==> src/rtl/cla_pkg.sv <==
// Shared definitions for the nibble-serial carry-lookahead adder: sequencer states,
// nibble width, and a nibble-slice helper.
package cla_pkg;

    localparam int NIBBLE_W = 4;
    // Widest operand the slice helper can address; callers zero-extend into it.
    localparam int MAX_W    = 1024;

    typedef enum logic [1:0] {
        IDLE = 2'd0,
        RUN  = 2'd1,
        DONE = 2'd2
    } state_t;

    function automatic logic [NIBBLE_W-1:0] nibble(input logic [MAX_W-1:0] v,
                                                   input int unsigned     i);
        return v[NIBBLE_W*i +: NIBBLE_W];
    endfunction

endpackage

==> src/rtl/cla4_core.sv <==
// Pure combinational 4-bit carry-lookahead adder: generate/propagate terms with
// every carry expanded directly from cin, so no carry ripples between bits.
module cla4_core (
    input  logic [3:0] a,
    input  logic [3:0] b,
    input  logic       cin,
    output logic [3:0] s,
    output logic       cout
);

    logic [3:0] g;
    logic [3:0] p;
    logic [4:0] c;

    assign g = a & b;
    assign p = a ^ b;

    assign c[0] = cin;
    assign c[1] = g[0] | (p[0] & cin);
    assign c[2] = g[1] | (p[1] & g[0]) | (p[1] & p[0] & cin);
    assign c[3] = g[2] | (p[2] & g[1]) | (p[2] & p[1] & g[0])
                | (p[2] & p[1] & p[0] & cin);
    assign c[4] = g[3] | (p[3] & g[2]) | (p[3] & p[2] & g[1])
                | (p[3] & p[2] & p[1] & g[0]) | (p[3] & p[2] & p[1] & p[0] & cin);

    assign s    = p ^ c[3:0];
    assign cout = c[4];

endmodule

==> src/rtl/cla_nibble_serial_adder.sv <==
// WIDTH-bit adder that streams operands LSB-nibble first through one 4-bit CLA,
// chaining the carry in a register. Define CLA_SUB_EN to add a subtract port (sub).
module cla_nibble_serial_adder
    import cla_pkg::*;
#(
    parameter int WIDTH   = 16,
    parameter int NIBBLES = WIDTH / NIBBLE_W
) (
    input  logic             clk,
    input  logic             rst,
    input  logic             in_valid,
    output logic             in_ready,
    input  logic [WIDTH-1:0] a,
    input  logic [WIDTH-1:0] b,
    input  logic             cin,
`ifdef CLA_SUB_EN
    input  logic             sub,
`endif
    output logic             out_valid,
    input  logic             out_ready,
    output logic [WIDTH-1:0] sum,
    output logic             cout,
    output logic             overflow
);

    localparam int IDX_W = (NIBBLES > 1) ? $clog2(NIBBLES) : 1;

    state_t             state, state_n;
    logic [WIDTH-1:0]   a_reg, b_reg, acc_reg, acc_n;
    logic [WIDTH-1:0]   sum_q;
    logic               carry_reg, cout_q, ovf_q;
    logic [IDX_W-1:0]   idx;
    logic               last;
    logic [NIBBLE_W-1:0] cla_a, cla_b, cla_s;
    logic               cla_co;
    logic               b_inv, c_init;

    assign last  = (idx == IDX_W'(NIBBLES - 1));
    assign cla_a = nibble(MAX_W'(a_reg), 32'(idx));
    assign cla_b = nibble(MAX_W'(b_reg), 32'(idx));

    cla4_core u_cla (
        .a    (cla_a),
        .b    (cla_b),
        .cin  (carry_reg),
        .s    (cla_s),
        .cout (cla_co)
    );

    // Subtract is a + ~b + 1; the forced carry-in replaces cin.
`ifdef CLA_SUB_EN
    assign b_inv  = sub;
    assign c_init = sub | cin;
`else
    assign b_inv  = 1'b0;
    assign c_init = cin;
`endif

    // Working accumulator with the current nibble merged in; the visible sum only
    // updates once the final nibble lands, so it never shows a partial result.
    always_comb begin
        acc_n = acc_reg;
        acc_n[NIBBLE_W*idx +: NIBBLE_W] = cla_s;
    end

    always_comb begin
        state_n = state;
        case (state)
            IDLE:    if (in_valid)  state_n = RUN;
            RUN:     if (last)      state_n = DONE;
            DONE:    if (out_ready) state_n = IDLE;
            default:                state_n = IDLE;
        endcase
    end

    always_ff @(posedge clk) begin
        if (rst) begin
            state     <= IDLE;
            a_reg     <= '0;
            b_reg     <= '0;
            acc_reg   <= '0;
            sum_q     <= '0;
            carry_reg <= 1'b0;
            cout_q    <= 1'b0;
            ovf_q     <= 1'b0;
            idx       <= '0;
        end else begin
            state <= state_n;
            case (state)
                IDLE: if (in_valid) begin
                    a_reg     <= a;
                    b_reg     <= b_inv ? ~b : b;
                    carry_reg <= c_init;
                    idx       <= '0;
                end
                RUN: begin
                    acc_reg   <= acc_n;
                    carry_reg <= cla_co;
                    idx       <= idx + 1'b1;
                    if (last) begin
                        sum_q  <= acc_n;
                        cout_q <= cla_co;
                        ovf_q  <= (a_reg[WIDTH-1] == b_reg[WIDTH-1]) &&
                                  (cla_s[NIBBLE_W-1] != a_reg[WIDTH-1]);
                    end
                end
                default: ;
            endcase
        end
    end

    assign in_ready  = (state == IDLE);
    assign out_valid = (state == DONE);
    assign sum       = sum_q;
    assign cout      = cout_q;
    assign overflow  = ovf_q;

endmodule

==> config.mk <==
export PLATFORM = sky130hd
export DESIGN_NAME = cla_nibble_serial_adder
export DESIGN_NICKNAME = d
export VERILOG_FILES = /design/src/rtl/cla_pkg.sv /design/src/rtl/cla4_core.sv /design/src/rtl/cla_nibble_serial_adder.sv
export SDC_FILE = /design/constraint.sdc
export NUM_CORES = 1
export LEC_CHECK = 0
export CORE_ASPECT_RATIO = 1.25
export CORE_MARGIN = 2
export CORE_UTILIZATION = 45
export DETAILED_ROUTE_END_ITERATION = 6
export PLACE_DENSITY = 0.7
export SYNTH_ARGS = -nofsm -noshare
export SYNTH_HDL_FRONTEND = slang
export SYNTH_SLANG_ARGS = --single-unit
==> constraint.sdc <==
create_clock -name clk -period 3.02 [get_ports clk]
set_clock_uncertainty 0.15 [all_clocks]
set_input_delay 0.604 -clock clk [delete_from_list [all_inputs] [get_ports clk]]
set_output_delay 0.604 -clock clk [all_outputs]
set_load 0.01 [all_outputs]
==> results_dict.tcl, run 1 <==
set metrics [dict create \
    outcome "finished clean" \
    asyncSetResetFlopFracSynth_pct 0 \
    synth.avg_cell_area_um2 8.77 \
    num-fill-cells 661 \
    cts_htree_levels 3 \
    pwr_density_cell_mw_per_mm2 514 \
    max_freq_mhz 364 \
    detail_route.iter0.violations 124 \
    dpl-instance-area_mm2 0.00386 \
    placedCellCount 501 \
    grtUsageMet1_pct 23.0 \
    antenna_cells 0 \
    grt.busiest_layer "met2" \
    worstPathRequired_ps 3090 \
    met3_usage_pct 4.95 \
    stdcell_area_mm2 0.00407 \
    tritoncts "done" \
    chipWidth_um 79.7 \
    synth_area_mm2 0.00322 \
    worst_r2r_setup_slack_ps 270 \
    rsz0062_at_grt "no" \
    power_frac_comb_pct 13.7 \
    total_negative_setup_slack_ps 0 \
    fraction_of_layout_instances_using_a_drive_strength_above_1_pct 10.1 \
    die_area_mm2 0.00785 \
    drv_cap 0 \
    insertion_delay_ps 350 \
    switching_component_of_the_power_uw 535 \
    dr_pass1_iterations 5 \
    cp-end-kind "flip-flop" \
    grt-ovfl-total 0 \
    met2_usage_pct 36.1 \
    hpwlAfterDp_mm 5.42 \
    post_route_minimum_period_ps 2750 \
    viasPerCell 5.40 \
    post_synth_inst_count 367 \
    worst_vdd_drop_uv 420 \
    p_seq_share_pct 47.6 \
    timing.final.max_slew_violations 0 \
    core_area_mm2 0.00693 \
    ant_nets 0 \
    grt_max_degree 39 \
    drc 0 \
    slew-limit-headroom_pct 64.5 \
    leakage_nw 1.50 \
    classification_of_the_worst_setup_path "reg2reg" \
    clock_sink_count 71 \
    rr_startpoint "idx[0]" \
    first_global_vias 2751 \
    yosys_most_used_dff "sky130_fd_sc_hd__dfxtp_1" \
    tritoncts.num_buffers 9 \
    worstPathMaxFanout 9 \
    worst_slew_pin_slew_ps 533 \
    hold_viol_final 0 \
    total_wire_length_after_detailed_routing_mm 7.43 \
    timing.hold.worst.start "a_reg[10]" \
    timing.hold.worst.class "reg2reg" \
    area_occupied_by_multi_input_gates_mm2 0.00166 \
    synth_warnings 0 \
    clkPwrFrac_pct 38.7 \
    track_usage_pct 20.7 \
    mappedNetlistNets 416 \
    post_cts_resized 0 \
    setup.worst_path.start "idx[0]" \
    final-setup-viol-count 0 \
    p_int_mw 1.56 \
    design.portCount 57 \
    die_h_um 98.6 \
    finalHoldWorstSlack_ps 305 \
    layout.cells.non_filler 517 \
    portBuffers 56 \
    floorplan.rows 34 \
    areaGrowthSynthToFinish_pct 26.4 \
    area.sequential_mm2 0.00142 \
    cts-root-buf "sky130_fd_sc_hd__clkbuf_8" \
    setup_slack_ps 271 \
    grt_pass1_wl_mm 12.6 \
    initial_utilization_pct 46.4 \
    ys_ff_latch 71 \
    postCtsSetupBuffers 0 \
    place.gp.congestion 0.824 \
    antenna_found_initial 0 \
    num_vias 2793 \
    nNetsFinal 471 \
    power.switching_fraction_pct 25.5 \
    path_clk_slew_ps 70 \
    preCtsSetupSlack_ps 263 \
    worst_ep_arrival_time_ps 2820 \
    startpoint_type "flip-flop" \
    synth_cell_types 44 \
    wl_per_cell_um 14.4 \
    synth_enable_flop_cells 0 \
    ctsHoldBuffers 0 \
    max-clock-path-buffers 2 \
    final_min_period_over_clock_period_pct 91.0 \
    seq_area_frac_synth_pct 44.2 \
]
==> layer usage <==
layer,vias to the layer above,share of wire [%]
met5,-,0
met4,0,3.4
met3,23,4.4
met2,83,52
met1,1286,41
li1,1401,-
==> power groups by stage <==
| stage | sequential (mW) | clock, mW | combinational, mW |
|---|---|---|---|
| 5_1_grt | 1.00 | 0.864 | 0.317 |
| 3_3_place_gp | 1.02 | 0 | 0.281 |
| 6_report | 0.997 | 0.810 | 0.287 |
| 4_1_cts | 0.997 | 0.824 | 0.288 |
| 3_5_place_dp | 1.02 | 0 | 0.286 |
| 2_1_floorplan | 1.01 | 0 | 0.181 |
==> critical path: stages (launching register included) <==
cell	delay, ps
sky130_fd_sc_hd__dfxtp_1	560
sky130_fd_sc_hd__mux4_2	570
sky130_fd_sc_hd__ha_1	370
sky130_fd_sc_hd__a41oi_1	280
sky130_fd_sc_hd__o21ai_2	160
sky130_fd_sc_hd__xnor2_2	380
sky130_fd_sc_hd__o21ai_0	150
==> final cells by class <==
| class | count | share of cell area, % |
|---|---|---|
| multi-input cells | 266 | 40.9 |
| flip-flops and latches | 71 | 34.9 |
| repair buffers | 66 | 15.5 |
| clock buffers | 9 | 3.04 |
| well taps | 90 | 2.77 |
| clock inverters | 7 | 2.15 |
| inverters | 8 | 0.738 |
==> Yosys cell counts, drive strengths merged (4+ instances only) <==
master	count	area share, %
inv	8	0.93
o221ai	4	1.1
mux4	8	5.6
ha	11	4.3
a22oi	4	0.93
nor2	23	2.7
a31oi	4	0.78
buf	13	2.4
nor2b	4	0.78
clkbuf	9	1.0
nand2	80	9.3
a21oi	47	7.3
a32oi	4	1.1
o21ai	14	2.3
dfxtp	71	44
nand3	10	1.6
nor3	9	1.6
nand2b	8	1.6
a211oi	7	1.6
a221oi	7	1.9
==> cells in the final DEF (no fill, tap or decap), types with 8 or more instances in the layout <==
| cell type | n |
|---|---|
| sky130_fd_sc_hd__buf_4 | 10 |
| sky130_fd_sc_hd__o21ai_0 | 13 |
| sky130_fd_sc_hd__a21oi_1 | 47 |
| sky130_fd_sc_hd__nand2_1 | 80 |
| sky130_fd_sc_hd__nor3_1 | 8 |
| sky130_fd_sc_hd__ha_1 | 11 |
| sky130_fd_sc_hd__nand2b_1 | 8 |
| sky130_fd_sc_hd__mux4_2 | 8 |
| sky130_fd_sc_hd__dfxtp_1 | 71 |
| sky130_fd_sc_hd__nand3_1 | 10 |
| sky130_fd_sc_hd__clkbuf_8 | 9 |
| sky130_fd_sc_hd__nor2_1 | 23 |
| sky130_fd_sc_hd__clkdlybuf4s50_1 | 55 |
==> stage by stage <==
step	power, mW	utilization [%]
4_1_cts	2.11	58.7
5_1_grt	2.18	58.7
3_5_place_dp	1.30	55.6
3_3_place_gp	1.30	55.6
6_report	2.09	58.7
2_1_floorplan	1.19	-
==> worst paths after layout <==
path,to,cells past startpoint
max reg2reg,acc_reg[3],6
min,a_reg[10],2
max,acc_reg[3],6
min reg2reg,a_reg[10],2
==> cells by family (layout without fill, tap and decap cells) <==
kind of cell / Yosys count / count (layout) / synth area share (%)
AND/OR/NAND/NOR: 148 / 148 / 21.8
AO/OA/AOI/OAI: 94 / 94 / 17.8
flip-flops: 71 / 71 / 44.2
buffers and inverters: 30 / 90 / 4.35
adder cells (fa/ha/maj): 12 / 12 / 4.90
multiplexers: 9 / 9 / 5.91
XOR/XNOR: 3 / 3 / 1.05
(Power assumes the default switching activity.)
==> run 2: changes to the inputs <==
ABC_AREA = 0   (was unset)
SYNTH_HIERARCHICAL = 1   (was unset)
==> run 2 against run 1 <==
  * Sequential share of layout area decreased by 0.59 points
  * Sequential power decreased by 5.3%
  * Cell area down 3.9%
  * Critical path depth increased by 2
  * Clock power rose by 2.8%
  * Largest power group unchanged
  * Utilization is 2.0 points lower
  * Count of clock-buffer cells in the layout rose by 1
  * Total power shrank 1.8%
==> results_dict.tcl, run 2 <==
set metrics [dict create \
    worstPathRequired_ps 3140 \
    timing.hold.worst.class "reg2reg" \
    yosys_most_used_dff "sky130_fd_sc_hd__dfxtp_1" \
    worst_vdd_drop_uv 281 \
    startpoint_type "flip-flop" \
    ant_nets 0 \
    synthTopCellsByArea "sky130_fd_sc_hd__dfxtp_1 (43%), sky130_fd_sc_hd__nand2_1 (8.5%), sky130_fd_sc_hd__a21oi_1 (7.0%), sky130_fd_sc_hd__mux4_2 (5.7%), sky130_fd_sc_hd__buf_6 (4.3%)" \
    clock_sink_count 67 \
    slew-limit-headroom_pct 59.9 \
    tritoncts.num_buffers 9 \
    synth_top_area_share_pct 42.6 \
    first_global_vias 2560 \
    drc 0 \
    final_min_period_over_clock_period_pct 92.8 \
    mappedNetlistNets 390 \
    antenna_cells 0 \
    path_clk_slew_ps 80 \
    cts_htree_levels 3 \
    grt_pass1_wl_mm 11.8 \
    worst_ep_arrival_time_ps 2920 \
    num_vias 2607 \
    asyncSetResetFlopFracSynth_pct 0 \
    layout.cells.non_filler 488 \
    design.portCount 57 \
    core_area_mm2 0.00689 \
    max-clock-path-buffers 2 \
    outcome "finished clean" \
    post_cts_resized 1 \
    synth.avg_cell_area_um2 9.19 \
    worstPathMaxFanout 7 \
    synth_warnings 6 \
    leakage_nw 1.49 \
    viasPerCell 5.34 \
    ctsHoldBuffers 0 \
    synth_area_mm2 0.00315 \
    dr_pass1_iterations 4 \
    ys_ff_latch 67 \
    post_route_minimum_period_ps 2800 \
    preCtsSetupSlack_ps -7.43 \
    synth_enable_flop_cells 0 \
    met2_usage_pct 33.7 \
    track_usage_pct 19.6 \
    synthDominantAreaCellType "sky130_fd_sc_hd__dfxtp_1" \
    total_wire_length_after_detailed_routing_mm 7.05 \
    rsz0062_at_grt "no" \
    cp-end-kind "flip-flop" \
    final-setup-viol-count 0 \
    postCtsSetupBuffers 0 \
    portBuffers 56 \
    hold_viol_final 0 \
    die_h_um 97.6 \
    post-route-util_pct 56.7 \
    grt-ovfl-total 0 \
    timing.final.max_slew_violations 0 \
    fraction_of_layout_instances_using_a_drive_strength_above_1_pct 11.1 \
    yosysMostFrequentCell "sky130_fd_sc_hd__nand2_1" \
    nNetsFinal 440 \
    grt_max_degree 34 \
    met3_usage_pct 4.55 \
    floorplan.rows 34 \
    areaGrowthSynthToFinish_pct 24.1 \
    seq_area_frac_synth_pct 42.6 \
    power.total_mw 2.06 \
    dpl-instance-area_mm2 0.00368 \
    pwr_density_cell_mw_per_mm2 526 \
    most_used_cells_in_the_layout_excluding_fill_and_tap_cells "sky130_fd_sc_hd__nand2_1 (71), sky130_fd_sc_hd__dfxtp_1 (66), sky130_fd_sc_hd__clkdlybuf4s50_1 (55), sky130_fd_sc_hd__a21oi_1 (44), sky130_fd_sc_hd__nor2_1 (25)" \
    hpwlAfterDp_mm 5.02 \
    chipWidth_um 78.9 \
    wl_per_cell_um 14.5 \
    worst_slew_pin_slew_ps 602 \
    placedCellCount 472 \
    cts-root-buf "sky130_fd_sc_hd__clkbuf_8" \
    grtUsageMet1_pct 22.7 \
    mostFrequentLayoutCell "sky130_fd_sc_hd__nand2_1" \
    place.gp.congestion 0.791 \
    die_area_mm2 0.00769 \
    antenna_found_initial 0 \
    stdcell_area_mm2 0.00391 \
    drv_cap 0 \
    synth_top_cells_by_count "sky130_fd_sc_hd__nand2_1 (71), sky130_fd_sc_hd__dfxtp_1 (67), sky130_fd_sc_hd__a21oi_1 (44), sky130_fd_sc_hd__nor2_1 (25), sky130_fd_sc_hd__buf_6 (12)" \
    initial_utilization_pct 45.7 \
    grt.busiest_layer "met2" \
    insertion_delay_ps 350 \
    setup_slack_ps 216 \
    detail_route.iter0.violations 118 \
    max_freq_mhz 357 \
    synth_cell_types 43 \
    classification_of_the_worst_setup_path "reg2reg" \
    post_synth_inst_count 343 \
    tritoncts "done" \
]
## run 2: final cells by class
| type | count | area [um2] |
|---|---|---|
| tap | 90 | 113 |
| clock inverter | 6 | 88.8 |
| multi-input combinational | 240 | 1570 |
| sequential | 67 | 1340 |
| timing repair buffer | 66 | 631 |
| fill | 657 | 2980 |
| clock buffer | 10 | 128 |
| inverter | 9 | 33.8 |
## run 2: stage by stage
step	hold WS, ps	setup TNS, ps
2_1_floorplan	283	0
3_3_place_gp	294	0
3_5_place_dp	298	-7.43
4_1_cts	308	0
5_1_grt	334	0
6_report	306	0
## run 2: final timing paths
check / startpoint / to / slack (ps) / cells past startpoint
worst max-delay path: idx[0] / sum[7] / 220 / 8
worst min-delay path: b_reg[14] / b_reg[14] / 310 / 2
worst min register to register: b_reg[14] / b_reg[14] / 310 / 2
worst max register to register: idx[0] / sum[7] / 220 / 8
## run 2: worst max-delay path: stages, from the launching register on
cell and delay (ps):
sky130_fd_sc_hd__dfxtp_2 440, sky130_fd_sc_hd__mux4_2 540, sky130_fd_sc_hd__ha_1 360, sky130_fd_sc_hd__a21o_1 200
sky130_fd_sc_hd__a31o_1 230, sky130_fd_sc_hd__xor2_2 250, sky130_fd_sc_hd__and4b_1 250, sky130_fd_sc_hd__mux2i_1 80
sky130_fd_sc_hd__a211oi_1 230
## run 2: power by group
part	total (mW)	switching, mW	internal [mW]
combinational	0.279	0.146	0.133
clock	0.833	0.367	0.466
sequential	0.944	0.0278	0.917
## run 2: layer usage
metal / vias to the layer above / routed length (um)
li1: 1301 / -
met1: 1220 / 2950
met2: 72 / 3600
met3: 14 / 335
met4: 0 / 165
met5: - / 0
## run 2: kinds of logic (layout without fill, tap and decap cells)
group / after synthesis / after routing / share of synthesized area [%]
AOI/OAI and AO/OA: 76 / 76 / 15.8
xor gates and xnor gates: 3 / 3 / 0.834
adders and majority gates: 10 / 10 / 4.21
buffers and inverters: 36 / 91 / 7.74
DFF: 67 / 67 / 42.6
muxes: 10 / 10 / 6.35
and+or+nand+nor: 141 / 141 / 22.5
==> run 3: changes to the inputs <==
CELL_PAD_IN_SITES_DETAIL_PLACEMENT = 0   (was unset)
CELL_PAD_IN_SITES_GLOBAL_PLACEMENT = 1   (was unset)
CORE_UTILIZATION = 39   (was 45)
PLACE_DENSITY = unset   (was 0.7)
PLACE_DENSITY_LB_ADDON = 0.1   (was unset)
==> run 3 against run 2 <==
  * First-iteration DRC count is 49% lower
  * Critical endpoint unchanged
  * Combinational power fell by 1%
  * Final cell count increased by 0.61%
  * Sequential share of layout area up 0.28 points
  * Global-route usage decreased by 2.5 points
  * Utilization is 7.2 points lower
  * Clock power decreased by 15%
  * Flip-flop and latch count is the same
  * Non-clock buffer count is the same
  * Die area rose by 15%
  * Critical path type unchanged
==> results_dict.tcl, run 3 (synthesis gave the netlist of run 2 again) <==
set metrics [dict create \
    outcome "finished clean" \
    r2r_cells 8 \
    timing.hold.worst.start "a_reg[1]" \
    antenna_found_initial 0 \
    drc 0 \
    stdcell_area_mm2 0.00388 \
    worst_ep_arrival_time_ps 2910 \
    crit_end "sum[7]" \
    antenna_cells 0 \
    max_freq_mhz 355 \
    total_negative_setup_slack_ps 0 \
    floorplan.rows 36 \
    nNetsFinal 440 \
    drv_cap 0 \
    fraction_of_layout_instances_using_a_drive_strength_above_1_pct 10.6 \
    tritoncts "done" \
    clock_sink_count 67 \
    hpwlAfterDp_mm 5.19 \
    chipWidth_um 84.4 \
    worst_slew_pin_slew_ps 646 \
    max-clock-path-buffers 2 \
    classification_of_the_worst_setup_path "reg2reg" \
    grt-ovfl-total 0 \
    regToRegEndpoint "sum[7]" \
    setup.worst_path.start "idx[0]" \
    worst_r2r_setup_slack_ps 210 \
    hold_viol_final 0 \
    mostFrequentLayoutCell "sky130_fd_sc_hd__nand2_1" \
    final_min_period_over_clock_period_pct 93.1 \
    startpoint_type "flip-flop" \
    pwr_density_cell_mw_per_mm2 497 \
    portBuffers 56 \
    power.total_mw 1.93 \
    viasPerCell 5.17 \
    grt_max_degree 34 \
    num_vias 2538 \
    most_used_cells_in_the_layout_excluding_fill_and_tap_cells "sky130_fd_sc_hd__nand2_1 (71), sky130_fd_sc_hd__dfxtp_1 (66), sky130_fd_sc_hd__clkdlybuf4s50_1 (55), sky130_fd_sc_hd__a21oi_1 (44), sky130_fd_sc_hd__nor2_1 (25)" \
    design.portCount 57 \
    num-fill-cells 816 \
    final-setup-viol-count 0 \
    first_global_vias 2443 \
    worstPathMaxFanout 8 \
    cts_htree_levels 3 \
    cp-end-kind "flip-flop" \
    dr_pass1_iterations 5 \
    leakage_nw 1.48 \
    timing.hold.worst.class "reg2reg" \
    worst_vdd_drop_uv 337 \
    core_area_mm2 0.00784 \
    die_area_mm2 0.00882 \
    detail_route.iter0.violations 60 \
    areaGrowthSynthToFinish_pct 23.1 \
    rr_startpoint "idx[0]" \
    die_h_um 105 \
    ant_nets 0 \
    grt_pass1_wl_mm 12.0 \
    place.gp.congestion 0.778 \
    track_usage_pct 17.1 \
    post_route_minimum_period_ps 2810 \
    cts-root-buf "sky130_fd_sc_hd__clkbuf_8" \
    dpl-instance-area_mm2 0.00369 \
    wl_per_cell_um 14.7 \
    tritoncts.num_buffers 9 \
    worstPathRequired_ps 3120 \
    slew-limit-headroom_pct 56.9 \
    insertion_delay_ps 340 \
    rsz0062_at_grt "no" \
    initial_utilization_pct 40.2 \
    timing.final.max_slew_violations 0 \
    total_wire_length_after_detailed_routing_mm 7.21 \
    path_clk_slew_ps 70 \
]
-- run 3: cell type report --
| cell class | instances | area, um2 | area share, % |
|---|---|---|---|
| Clock buffer | 13 | 179 | 4.61 |
| Clock inverter | 1 | 7.51 | 0.194 |
| Inverter | 9 | 33.8 | 0.871 |
| Multi-Input combinational cell | 240 | 1570 | 40.4 |
| Sequential cell | 67 | 1340 | 34.6 |
| Tap cell | 95 | 119 | 3.06 |
| Timing Repair Buffer | 66 | 631 | 16.3 |
-- run 3: per-layer routing --
| metal | vias to the layer above | part of all wire (%) | global-route usage [%] |
|---|---|---|---|
| met1 | 1173 | 44 | 20.0 |
| met5 | - | 0 | 0 |
| met4 | 0 | 2.2 | 6.12 |
| li1 | 1302 | - | - |
| met3 | 12 | 3.2 | 4.21 |
| met2 | 51 | 50 | 30.1 |
-- run 3: how the worst min path moves through the flow --
stage / cells after the start / slack, ps / end
after global routing: 2 / 320 / a_reg[1]
after global placement: 2 / 290 / sum[14]
final: 2 / 300 / a_reg[1]
after detailed placement: 2 / 300 / a_reg[1]
after floorplan: 2 / 280 / a_reg[10]
after CTS: 2 / 310 / a_reg[1]
-- run 3: metrics by stage --
stage	worst slack [ps]	utilization [%]	hold WS, ps	instances
2_1_floorplan	101	-	283	343
6_report	207	49.5	304	491
3_5_place_dp	60.5	47.1	297	477
4_1_cts	20.5	49.5	307	491
5_1_grt	65.6	49.5	324	491
3_3_place_gp	149	47.1	293	477
-- run 3: report_power, final --
group / internal, mW / leakage (nW) / switching (mW)
clock: 0.379 / 0.0936 / 0.327
sequential: 0.917 / 0.546 / 0.0291
combinational: 0.132 / 0.844 / 0.143
total: 1.43 / 1.48 / 0.499
-- run 3: critical path, cell delays in order, from the launching register on --
cell and delay, ps:
sky130_fd_sc_hd__dfxtp_2 480, sky130_fd_sc_hd__mux4_2 560, sky130_fd_sc_hd__ha_1 310, sky130_fd_sc_hd__a21o_1 200, sky130_fd_sc_hd__a31o_1 250, sky130_fd_sc_hd__xor2_1 220
sky130_fd_sc_hd__and4b_1 250, sky130_fd_sc_hd__mux2i_1 80, sky130_fd_sc_hd__a211oi_1 240
-- run 3: repair_timing --
action,4_1_cts,5_1_grt
setup endpoints to repair,0,10
buffers inserted,0,0
hold buffers,0,0
gates resized for setup,0,1
